===== src/rtl/instr_fetch.sv =====
// Instruction fetch stage feeding the Processor core: owns the PC, reads the synchronous
// program RAM, issues each instruction with a Start strobe and prefetches mvi immediates.
module instr_fetch #(
    parameter int ADDR_W  = 5,
    parameter int DATA_W  = 16,
    parameter int TIMEOUT = 7
) (
    input  logic              Clock,
    input  logic              Resetn,
    input  logic              Run,
    input  logic              LoadPC,
    input  logic [ADDR_W-1:0] PCIn,
    input  logic [DATA_W-1:0] MemOut,
    input  logic              Done,
    output logic [ADDR_W-1:0] AdressOut,
    output logic [DATA_W-1:0] DIN,
    output logic              Start,
    output logic              Busy,
    output logic              Fault,
    output logic [ADDR_W-1:0] PC
);

    localparam int CNT_W = (TIMEOUT < 1) ? 1 : $clog2(TIMEOUT + 1);
    localparam logic [CNT_W-1:0] TIMEOUT_CNT = CNT_W'(TIMEOUT);

    typedef enum logic [2:0] {
        S_IDLE,
        S_FETCH_I,
        S_LATCH_I,
        S_LATCH_M,
        S_ISSUE,
        S_WAIT,
        S_HALT
    } state_t;

    state_t            state;
    state_t            state_next;
    logic [DATA_W-1:0] instr_reg;
    logic [DATA_W-1:0] imm_reg;
    logic              is_mvi;
    logic [CNT_W-1:0]  timeout_cnt;

    logic              load_pc;
    logic              latch_instr;
    logic              latch_imm;
    logic              clear_cnt;
    logic              inc_cnt;
    logic              advance_pc;
    logic              set_fault;

    logic [ADDR_W-1:0] pc_plus1;
    logic              mem_is_mvi;

    assign pc_plus1   = PC + ADDR_W'(1);
    assign mem_is_mvi = (MemOut[8:6] == 3'b001);

    always_ff @(posedge Clock or posedge Resetn) begin
        if (Resetn) begin
            state <= S_IDLE;
        end else begin
            state <= state_next;
        end
    end

    // LATCH_I drives PC+1 so a possible mvi immediate arrives one cycle behind the opcode
    always_comb begin
        state_next  = state;
        load_pc     = 1'b0;
        latch_instr = 1'b0;
        latch_imm   = 1'b0;
        clear_cnt   = 1'b0;
        inc_cnt     = 1'b0;
        advance_pc  = 1'b0;
        set_fault   = 1'b0;
        Start       = 1'b0;
        Busy        = 1'b1;
        AdressOut   = PC;
        DIN         = instr_reg;
        case (state)
            S_IDLE: begin
                Busy = 1'b0;
                if (LoadPC) begin
                    load_pc = 1'b1;
                end else if (Run) begin
                    state_next = S_FETCH_I;
                end
            end
            S_FETCH_I: begin
                state_next = S_LATCH_I;
            end
            S_LATCH_I: begin
                AdressOut   = pc_plus1;
                latch_instr = 1'b1;
                state_next  = mem_is_mvi ? S_LATCH_M : S_ISSUE;
            end
            S_LATCH_M: begin
                latch_imm  = 1'b1;
                state_next = S_ISSUE;
            end
            S_ISSUE: begin
                Start      = 1'b1;
                clear_cnt  = 1'b1;
                state_next = S_WAIT;
            end
            S_WAIT: begin
                DIN = is_mvi ? imm_reg : instr_reg;
                if (Done) begin
                    advance_pc = 1'b1;
                    state_next = Run ? S_FETCH_I : S_IDLE;
                end else if (timeout_cnt == TIMEOUT_CNT) begin
                    set_fault  = 1'b1;
                    state_next = S_HALT;
                end else begin
                    inc_cnt = 1'b1;
                end
            end
            S_HALT: begin
                Busy = 1'b0;
            end
            default: begin
                Busy       = 1'b0;
                state_next = S_IDLE;
            end
        endcase
    end

    always_ff @(posedge Clock or posedge Resetn) begin
        if (Resetn) begin
            PC          <= '0;
            instr_reg   <= '0;
            imm_reg     <= '0;
            is_mvi      <= 1'b0;
            timeout_cnt <= '0;
            Fault       <= 1'b0;
        end else begin
            if (load_pc) begin
                PC <= PCIn;
            end else if (advance_pc) begin
                PC <= PC + (is_mvi ? ADDR_W'(2) : ADDR_W'(1));
            end
            if (latch_instr) begin
                instr_reg <= MemOut;
                is_mvi    <= mem_is_mvi;
            end
            if (latch_imm) begin
                imm_reg <= MemOut;
            end
            if (clear_cnt) begin
                timeout_cnt <= '0;
            end else if (inc_cnt) begin
                timeout_cnt <= timeout_cnt + CNT_W'(1);
            end
            if (set_fault) begin
                Fault <= 1'b1;
            end
        end
    end

endmodule


===== config.mk =====
export PLATFORM = sky130hd
export DESIGN_NAME = instr_fetch
export DESIGN_NICKNAME = d
export VERILOG_FILES = /design/src/rtl/instr_fetch.sv
export SDC_FILE = /design/constraint.sdc
export NUM_CORES = 1
export LEC_CHECK = 0
export BUFFER_PORTS_ARGS = -buffer_cell sky130_fd_sc_hd__clkbuf_2
export CAP_MARGIN = 20
export CORE_AREA = 2 2 98 100
export DETAILED_ROUTE_END_ITERATION = 6
export DIE_AREA = 0 0 100 102
export SLEW_MARGIN = 20
export SYNTH_ARGS = -nofsm -noshare
export SYNTH_HDL_FRONTEND = slang
export SYNTH_SLANG_ARGS = --single-unit

===== constraint.sdc =====
create_clock -name Clock -period 3.2 [get_ports Clock]
set_input_delay 0.48 -clock Clock [delete_from_list [all_inputs] [get_ports Clock]]
set_output_delay 0.48 -clock Clock [all_outputs]
set_load 0.005 [all_outputs]

==> flow_summary.toml <==
[run_status]
status = "finished clean"

[critical_path]
r2r_slack_ps = 1190
worstPathRequired_ps = 2720
worstSetupEndpointType = "primary output"
crit-reg2reg-launch = "state[0]"
crit_path_start_kind = "flop"
critical_path_class = "reg2out"
critPathLaunch = "state[0]"
reg2reg_depth = 5
cp_data_arrival_time_ps = 2250
cp_max_fo = 16
rr_endpoint = "state[0]"

[route]
routedWlPerCell_um = 13.2
num_vias = 1565
wl_met3_um = 269
met1Wirelength_um = 2190
dr.pass1.iters = 3
drt_wl_total_um = 4670
drt_iter0_drc = 53
viasPerCell = 4.43
drc = 0
ant_nets = 0
topRoutingLayerUsed = "met4"
met2_length_um = 2180

[global_routing]
grt_pass1_wl_um = 7760
overflow = 0
antenna_found_initial = 0
first_global_vias = 1540
groute.usage.overall = 0.0968
grt_max_degree = 46

[timing]
timing.fmax_mhz = 366
drv_slew = 0
setup_ws_ps = 470
holdWs_ps = 287
relSlewSlack = 0.472
post-route-min-period_ps = 2730
skew_ps = 5.01
setup_viol = 0
rsz0062_at_grt = "false"
period_share = 0.853
timing.final.hold_violations = 0
tightest_slew_ps = 791
finalSetupTns_ps = 0

[cts]
tritoncts = "yes"
h-tree-depth = 2
clk_path_buf_depth = 2
clk_latency_ps = 290
numCtsBuffers = 5
postCtsResizedCells = 0
hold_buffers = 0
clkSlewWorstSetupHoldPaths_ps = 80
cts_setup_buffers = 0
cts.sinks = 45
cts_root_buf = "clkbuf_8"

[power_and_ir_drop]
ir_worst_vdd_mv = 0.144
power_density_nw_per_um2 = 354
finalPower_mw = 0.964
leakage_nw = 1.40

[synthesis]
syn_nets = 218
ys_ff_latch = 45
synth-xor-area-share = 0.0311
syn-instance-count = 186
synth_flop_cell = "dfrtp_1"
synth_warnings = 0
synth_area_um2 = 2250
ys_seq_area_frac = 0.500
synth_compound_area_frac = 0.0489
syn_area_per_cell_um2 = 12.1
ys_async_sr_fraction = 1.00
synthSimpleGateAreaFrac = 0.100
ys_types = 30
synth_mux_area_frac = 0.258
synth-edff-count = 0
synth_top_family_by_area = "multiplexers"
synthAdderAreaFrac = 0.0366

[final_layout]
final_common_cell = "clkbuf_2"
drive_gt1_frac = 0.430
nets = 273
area.growth.synth_to_final_pct = 20.9
layout_common_cells = "54 x clkbuf_2, 45 x dfrtp_1, 39 x mux2_2, 13 x nand2_1, 12 x nor2_1"
antennaDiodeCount = 0

[placed_design]
place_ws_ps = 788
dpl.hpwl_um = 3310
place.gp.congestion = 0.745
io_buffers = 54

[floorplan]
io_pins = 55
dieWidth_um = 100
die_y_um = 102
num_rows = 35
core_area_um2 = 9110
initial_utilization = 0.247
die_area_um2 = 10200

[min_path]
min_path_type = "in2async"

[flow_run]
timing.max_cap.violations = 0
[worst max path at each step]
stage	to	slack (ps)	depth (start not counted)
2_1_floorplan	DIN[0]	1380	4
3_3_place_gp	DIN[6]	820	4
3_5_place_dp	DIN[1]	790	4
4_1_cts	DIN[1]	440	4
5_1_grt	DIN[1]	330	4
6_report	DIN[1]	470	4
[final cells by class]
type / count / area, um^2
fillers: 970 / 6380
multi-input cells: 128 / 1080
well taps: 111 / 139
flip-flops and latches: 45 / 1130
clock buffers: 8 / 80.1
repair buffers: 55 / 278
inverters: 6 / 23.8
[cell usage after synthesis (5+ instances only)]
master / instances / share of area
mux2_1: 10 / 0.050
xnor2_1: 6 / 0.023
ha_1: 5 / 0.028
a21oi_1: 11 / 0.024
dfrtp_1: 45 / 0.50
buf_2: 6 / 0.013
inv_1: 6 / 0.010
nand2_1: 13 / 0.022
nor2_1: 12 / 0.020
mux2_2: 39 / 0.19
[worst max-delay path, cell delays in order (launching register included)]
cell      delay, ps
dfrtp_1         680
and2b_1         260
nand3_2         410
mux2_1          490
clkbuf_2        120
[layer usage]
metal  track usage  vias up
li1              -      759
met4        0.0221        0
met1         0.131      762
met3        0.0308        5
met2         0.153       39
met5             0        -
[where the power goes]
part	switching [mW]	leakage (nW)	internal (mW)	total, mW
sequential	0.00441	0.581	0.578	0.583
clock	0.183	0.0395	0.156	0.339
combinational	0.0230	0.778	0.0199	0.0429
[cells by family (layout without fill, tap and decap cells)]
logic type	count (synthesis)	after routing
adders and majority gates	6	6
xor gates and xnor gates	8	8
buffers and inverters	13	69
AOI/OAI and AO/OA	19	19
DFF	45	45
muxes	52	52
and+or+nand+nor	43	43
[per-stage QoR]
step / area (um^2) / cells / util
detailed placement: 2640 / 345 / 0.290
global route: 2720 / 353 / 0.299
floorplan: 2250 / 186 / -
finish: 2720 / 353 / 0.299
global placement: 2640 / 345 / 0.290
CTS: 2720 / 353 / 0.299
(Power assumes the default switching activity.)
